<file path="src/rtl/param_updown_counter.sv">
// Loadable up/down counter with a programmable modulus, wrap or saturate mode, and status flags.
// count, wrap and sat update one clock edge after the request; tc is combinational; there is no backpressure.
module param_updown_counter #(
  parameter int unsigned      WIDTH       = 16,
  parameter longint unsigned  MAX_VALUE   = (64'd1 << WIDTH) - 64'd1,
  parameter longint unsigned  RESET_VALUE = 64'd0,
  parameter bit               SATURATE    = 1'b0
) (
  input  logic             clk,
  input  logic             rst_n,
  input  logic             set_all,
  input  logic             load,
  input  logic [WIDTH-1:0] load_value,
  input  logic             en,
  input  logic             up,
  output logic [WIDTH-1:0] count,
  output logic             tc,
  output logic             wrap,
  output logic             sat
);

  if (WIDTH < 2 || WIDTH > 32) begin : g_bad_width
    $fatal(1, "param_updown_counter: WIDTH must be within 2..32");
  end
  if (MAX_VALUE >= (64'd1 << WIDTH)) begin : g_bad_max
    $fatal(1, "param_updown_counter: MAX_VALUE does not fit in WIDTH bits");
  end
  if (RESET_VALUE > MAX_VALUE) begin : g_bad_reset
    $fatal(1, "param_updown_counter: RESET_VALUE exceeds MAX_VALUE");
  end

  localparam logic [WIDTH-1:0] MAX_W   = MAX_VALUE[WIDTH-1:0];
  localparam logic [WIDTH-1:0] RESET_W = RESET_VALUE[WIDTH-1:0];
  localparam logic [WIDTH-1:0] ONE_W   = {{(WIDTH-1){1'b0}}, 1'b1};

  logic [WIDTH-1:0] count_q, count_d;
  logic             wrap_q, wrap_d;
  logic             sat_q, sat_d;
  logic             at_max, at_zero;

  assign at_max  = (count_q == MAX_W);
  assign at_zero = (count_q == '0);

  // Limits are tested before the add/subtract, so no carry or borrow is ever needed.
  always_comb begin
    count_d = count_q;
    wrap_d  = 1'b0;
    sat_d   = sat_q;
    if (set_all) begin
      count_d = MAX_W;
      sat_d   = 1'b0;
    end else if (load) begin
      count_d = (load_value > MAX_W) ? MAX_W : load_value;
      sat_d   = 1'b0;
    end else if (en) begin
      if (up) begin
        if (!at_max) begin
          count_d = count_q + ONE_W;
        end else if (SATURATE) begin
          sat_d = 1'b1;
        end else begin
          count_d = '0;
          wrap_d  = 1'b1;
        end
      end else begin
        if (!at_zero) begin
          count_d = count_q - ONE_W;
        end else if (SATURATE) begin
          sat_d = 1'b1;
        end else begin
          count_d = MAX_W;
          wrap_d  = 1'b1;
        end
      end
    end
  end

  always_ff @(posedge clk) begin
    if (!rst_n) begin
      count_q <= RESET_W;
      wrap_q  <= 1'b0;
      sat_q   <= 1'b0;
    end else begin
      count_q <= count_d;
      wrap_q  <= wrap_d;
      sat_q   <= sat_d;
    end
  end

  assign count = count_q;
  assign wrap  = wrap_q;
  assign sat   = sat_q;
  assign tc    = en & ((up & at_max) | (~up & at_zero));

endmodule

</file>
<file path="config.mk">
export PLATFORM = sky130hd
export DESIGN_NAME = param_updown_counter
export DESIGN_NICKNAME = d
export VERILOG_FILES = /design/src/rtl/param_updown_counter.sv
export SDC_FILE = /design/constraint.sdc
export NUM_CORES = 1
export LEC_CHECK = 0
export CAP_MARGIN = 20
export CORE_MARGIN = 2
export CORE_UTILIZATION = 30
export DETAILED_ROUTE_END_ITERATION = 16
export HOLD_SLACK_MARGIN = 0.12
export PLACE_DENSITY = 0.55
export SYNTH_ARGS = -nofsm -noshare
export SYNTH_HDL_FRONTEND = slang
export SYNTH_SLANG_ARGS = --single-unit
</file>
<file path="constraint.sdc">
create_clock -name clk -period 3.6 [get_ports clk]
set_input_delay 0.72 -clock clk [delete_from_list [all_inputs] [get_ports clk]]
set_output_delay 0.72 -clock clk [all_outputs]
set_load 0.02 [all_outputs]
</file>
==> flow_summary.toml, run 1 <==
[finish]
layout.cells.most_common = "clkdlybuf4s50_1"
fin_util_pct = 40.0
number_of_nets_at_the_end_of_the_flow = 303
layoutNonFillerInstCount = 349
area_overhead_vs_synth_pct = 29.6
drive_gt1_share_pct = 8.30
commonest_cells_after_routing_fill_and_taps_aside = "39 x clkdlybuf4s50_1, 24 x a21oi_1, 22 x nor3_1"
diode_insertion_count_for_antenna_repair = 0

[grt]
grt_start_max_net_pins = 22
grt_antenna_before_repair = 0
first_global_vias = 1859
groute.usage.overall_pct = 18.6
overflow = 0
first_pass_grt_wire_length_mm = 9.23

[die]
die_x_um = 78.8
initial_core_util_pct = 30.8
floorplan.rows = 27
num_io_pins = 41
die_area_sq_um = 6210
design.core.area_sq_um = 5440
die_height_um = 78.8

[sta]
setup_repair_after_global_routing_missed_its_margin = "false"
layout_worst_path_cycle_share_pct = 93.4
setup_viol = 0
final_ws_setup_ps = 237
final-max-slew-violation-count = 0
timing.final.hold_violations = 0
final.setup.tns_ps = 0
max-slew-margin-rel_pct = 39.0
layout_min_cycle_time_ps = 3360
max_slew.worst_pin.slew_ps = 912
max_freq_mhz = 297
worst_clock_skew_ps = 2.57

[synthesis]
number_of_nets_in_the_synthesized_netlist = 273
synth-edff-count = 0
synthesis.area_per_instance_sq_um = 6.77
synthCells = 248
yosysWarningCount = 0
synth-main-ff-cell = "dfxtp_1"
synthArstFlopShare_pct = 0
synth_seq_area_share_pct = 20.3
netlist.area_leader.share_pct = 20.3
synth_top_cell_by_area = "dfxtp_1"
post_synth_main_area_contributors = "dfxtp_1 20%, a21oi_1 7.2%, nor3_1 6.6%"
yosys.cell_types.count = 50
postSynthRegisterBits = 17
mappedNetlistArea_sq_um = 1680

[worst_setup_path]
timing.critical_path.to_type = "output port"
critPathMaxFanout = 10
required_ps = 2880
arrival_ps = 2640
worstSetupPathType = "flop to output port"
worstSetupStartpointType = "flop"

[pwr]
cellPowerDensity_nw_per_um2 = 282
ir_drop_mv = 0.264
static-leakage-power_nw = 0.782

[clock_network]
ctsResizeCount = 0
cts.sinks = 17
worst_path_clk_slew_ps = 80
ctsLongestPathBuffers = 2
cts_tree = "yes"
postCtsSetupBuffers = 0
cts-htree-levels = 1
worst_skew_pair.late_latency_ps = 270
post_cts_hold_buffer_count = 0
cts-root-buf = "clkbuf_8"
tritoncts_buffer_count = 3

[run]
timing.max_cap.violations = 0

[route]
totalWireLength_mm = 5.61
dr_wl_cell_um = 16.1
postRouteAntennaNets = 0
drt-pass1-iter-count = 4
drc = 0
drt-initial-drc-count = 169
vias = 1925
viasPerCell = 5.52

[placement]
dpl.cell_count = 345
portBuffers = 39
gpl.final_weighted_congestion = 0.906
dp_hpwl_mm = 4.07
dp_worst_setup_slack_ps = 574

[status]
outcome = "finished, final reports clean"

[min_path]
worst_hold_path_type = "flop to flop"
[path summary, 6_finish.rpt]
check,cells past startpoint,start,slack (ps),endpoint
worst max-delay path,6,count[0],240,tc
worst min-delay path,2,count[10],650,count[10]
worst max register to register,6,count[7],1230,count[7]
worst min register to register,2,count[10],650,count[10]
[layout make-up]
cell class / instances / area (sq um)
clock buffer: 4 / 45.0
fill: 583 / 3260
inverter: 19 / 71.3
multi-input combinational: 186 / 1150
timing repair buffer: 51 / 480
sequential: 17 / 340
tap: 72 / 90.1
[power by group]
part / total (W) / switching [W] / leakage, nW / internal, W
Sequential: 0.000233 / 0.0000300 / 0.143 / 0.000203
Clock: 0.000160 / 0.0000808 / 0.0228 / 0.0000791
Combinational: 0.000221 / 0.000117 / 0.617 / 0.000104
[metal layers]
| layer | GRT usage (%) | vias up | wire, um |
|---|---|---|---|
| met4 | 6.14 | 0 | 97 |
| met3 | 3.18 | 11 | 278 |
| met1 | 25.0 | 887 | 2580 |
| met5 | 0 | - | 0 |
| met2 | 30.3 | 61 | 2660 |
| li1 | - | 966 | - |
[synth_stat cells, types with 2 or more instances]
master / count
o31a_1: 2
o31ai_1: 2
xnor2_1: 7
xor2_1: 6
inv_1: 19
or4_4: 2
or3_1: 3
clkbuf_1: 15
and3_1: 3
nand2b_1: 7
buf_2: 8
a31oi_1: 4
nor4_1: 9
nand2_1: 12
or4_1: 3
ha_1: 3
o21ai_0: 19
and4_1: 2
or2_2: 2
nor3_1: 22
nand4_1: 8
nand3_1: 9
dfxtp_1: 17
o22ai_1: 2
and2_1: 2
o221a_2: 3
nor2_1: 11
a21oi_1: 24
[stage by stage]
step	total power [W]	instance area [sq um]	hold WS, ps
finish	0.000614	2170	649
global route	0.000648	2170	700
CTS	0.000617	2170	652
detailed placement	0.000457	2130	637
global placement	0.000459	2130	633
floorplan	0.000369	1680	659
[state kept, by name, indices dropped and copies added, names as in the netlist]
name and count:
wrap 1, count 16
[cells by family after synthesis]
family,synth area share [%]
and+or+nand+nor,32.2
AOI/OAI and AO/OA,26.3
buffers and inverters,11.3
DFF,20.3
xor gates and xnor gates,6.79
adders and majority gates,2.24
other,0.223
muxes,0.597
[critical path, cell delays in order (launching register included)]
cell             delay, ps
dfxtp_1                500
ha_1                   270
nand4_1                150
or4_1                  560
nor2_1                 140
o21a_1                 160
clkdlybuf4s50_1        600
(Power assumes the default switching activity.)
==> inputs of run 2 (changes only) <==
--- a/config.mk
+++ b/config.mk
@@ -14,3 +14,4 @@
 export SYNTH_ARGS = -nofsm -noshare
 export SYNTH_HDL_FRONTEND = slang
 export SYNTH_SLANG_ARGS = --single-unit
+export TNS_END_PERCENT = 20
==> results of run 2 <==
Same layout as run 1: the final DEF is identical, and so are final timing and power.
==> inputs of run 3 (changes only) <==
--- a/config.mk
+++ b/config.mk
@@ -8,6 +8,7 @@
 export CAP_MARGIN = 20
 export CORE_MARGIN = 2
 export CORE_UTILIZATION = 30
+export CTS_BUF_LIST = sky130_fd_sc_hd__clkbuf_4 sky130_fd_sc_hd__clkbuf_8
 export DETAILED_ROUTE_END_ITERATION = 16
 export HOLD_SLACK_MARGIN = 0.12
 export PLACE_DENSITY = 0.55
==> flow_summary.toml, run 3 (synthesized netlist as in run 1, its figures left out) <==
[clock_network]
worst_path_clk_slew_ps = 80
postCtsSetupBuffers = 0
post_cts_hold_buffer_count = 0
ctsLongestPathBuffers = 2
cts-htree-levels = 1
cts_tree = "yes"
cts-root-buf = "clkbuf_8"
tritoncts_buffer_count = 3
cts.sinks = 17
worst_skew_pair.late_latency_ps = 270
ctsResizeCount = 0

[sta]
final-max-slew-violation-count = 0
timing.final.hold_violations = 0
layout_min_cycle_time_ps = 3360
layout_worst_path_cycle_share_pct = 93.2
setup_repair_after_global_routing_missed_its_margin = "false"
worst_clock_skew_ps = 2.56
setup_viol = 0
max-slew-margin-rel_pct = 39.8
timing.hold.ws_ps = 650
max_freq_mhz = 298
final.setup.tns_ps = 0
max_slew.worst_pin.slew_ps = 900

[worst_setup_path]
regToRegSetupSlack_ps = 1240
required_ps = 2880
timing.rr.end = "count[8]"
r2r-start = "count[0]"
cpMaxStageDelayCell = "clkdlybuf4s50_1"
worstSetupStartpointType = "flop"
arrival_ps = 2640
worstSetupPathType = "flop to output port"
max_stage_delay_ps = 600
crit_path_cell_trace = "ha_1 -> nand4_1 -> or4_1 -> nor2_1 -> o21a_1 -> clkdlybuf4s50_1"
worstRegToRegCells = 7
timing.critical_path.to_type = "output port"
critPathMaxFanout = 10

[finish]
number_of_nets_at_the_end_of_the_flow = 303
diode_insertion_count_for_antenna_repair = 0
largest_reg_flops = 16
commonest_cells_after_routing_fill_and_taps_aside = "39 x clkdlybuf4s50_1, 24 x a21oi_1, 22 x nor3_1"
area_overhead_vs_synth_pct = 29.8
layout.cells.most_common = "clkdlybuf4s50_1"
drive_gt1_share_pct = 8.66
layoutNonFillerInstCount = 349

[route]
postRouteAntennaNets = 0
dr_wl_cell_um = 16.0
totalWireLength_mm = 5.59
drt-initial-drc-count = 173
drc = 0
viasPerCell = 5.54
vias = 1933
drt-pass1-iter-count = 4

[die]
design.core.area_sq_um = 5440
initial_core_util_pct = 30.8
num_io_pins = 41
floorplan.rows = 27
die_area_sq_um = 6210
die_height_um = 78.8
die_x_um = 78.8

[min_path]
min_delay_src = "count[10]"
worst_hold_path.num_cells = 2
hold_end = "count[10]"
worst_hold_path_type = "flop to flop"

[grt]
first_pass_grt_wire_length_mm = 9.24
grt_start_max_net_pins = 22
overflow = 0
groute.usage.overall_pct = 18.7
grt_antenna_before_repair = 0
first_global_vias = 1861

[pwr]
ir_drop_mv = 0.264
static-leakage-power_nw = 0.786
totalPowerFinal_w = 0.000621
cellPowerDensity_nw_per_um2 = 285

[placement]
portBuffers = 39
dpl.cell_count = 345
dp_hpwl_mm = 4.07
gpl.final_weighted_congestion = 0.906

[status]
outcome = "finished, final reports clean"

[run]
timing.max_cap.violations = 0
==> run 3: worst max path at each step <==
stage,from,endpoint,slack [ps],cells past startpoint
floorplan,count[11],tc,1090,5
global placement,count[8],tc,620,5
detailed placement,count[0],tc,570,6
CTS,count[8],tc,250,5
global route,count[0],tc,80,6
finish,count[0],tc,240,6
==> run 3: per-stage QoR <==
step / setup WS (ps) / cell area [sq um] / utilization (%)
2_1_floorplan: 1090 / 1680 / -
3_3_place_gp: 616 / 2130 / 39.2
3_5_place_dp: 574 / 2130 / 39.2
4_1_cts: 253 / 2180 / 40.1
5_1_grt: 75.4 / 2180 / 40.1
6_report: 243 / 2180 / 40.1
==> run 3: critical path, delay by kind of cell, from the launching register on <==
family,cells,cell delay (ps)
AO/OA/AOI/OAI,1,160
adder cells (fa/ha/maj),1,270
buffers and inverters,1,600
flip-flops,1,500
AND/OR/NAND/NOR,3,850
==> run 3: power breakdown <==
group	switching (W)	internal, W	total (W)
clock network	0.0000805	0.0000867	0.000167
logic	0.000117	0.000104	0.000220
registers	0.0000299	0.000203	0.000233
==> run 3: layer usage <==
metal	up-vias	part of all wire [%]	GRT usage [%]
li1	961	-	-
met1	906	46	25.1
met2	55	47	30.3
met3	11	4.5	3.18
met4	0	1.9	6.14
met5	-	0	0
==> run 3: final cells by class <==
class / count / area (sq um)
inverters: 19 / 71.3
fillers: 581 / 3260
clock buffers: 4 / 48.8
flip-flops and latches: 17 / 340
repair buffers: 51 / 480
multi-input cells: 186 / 1150
well taps: 72 / 90.1
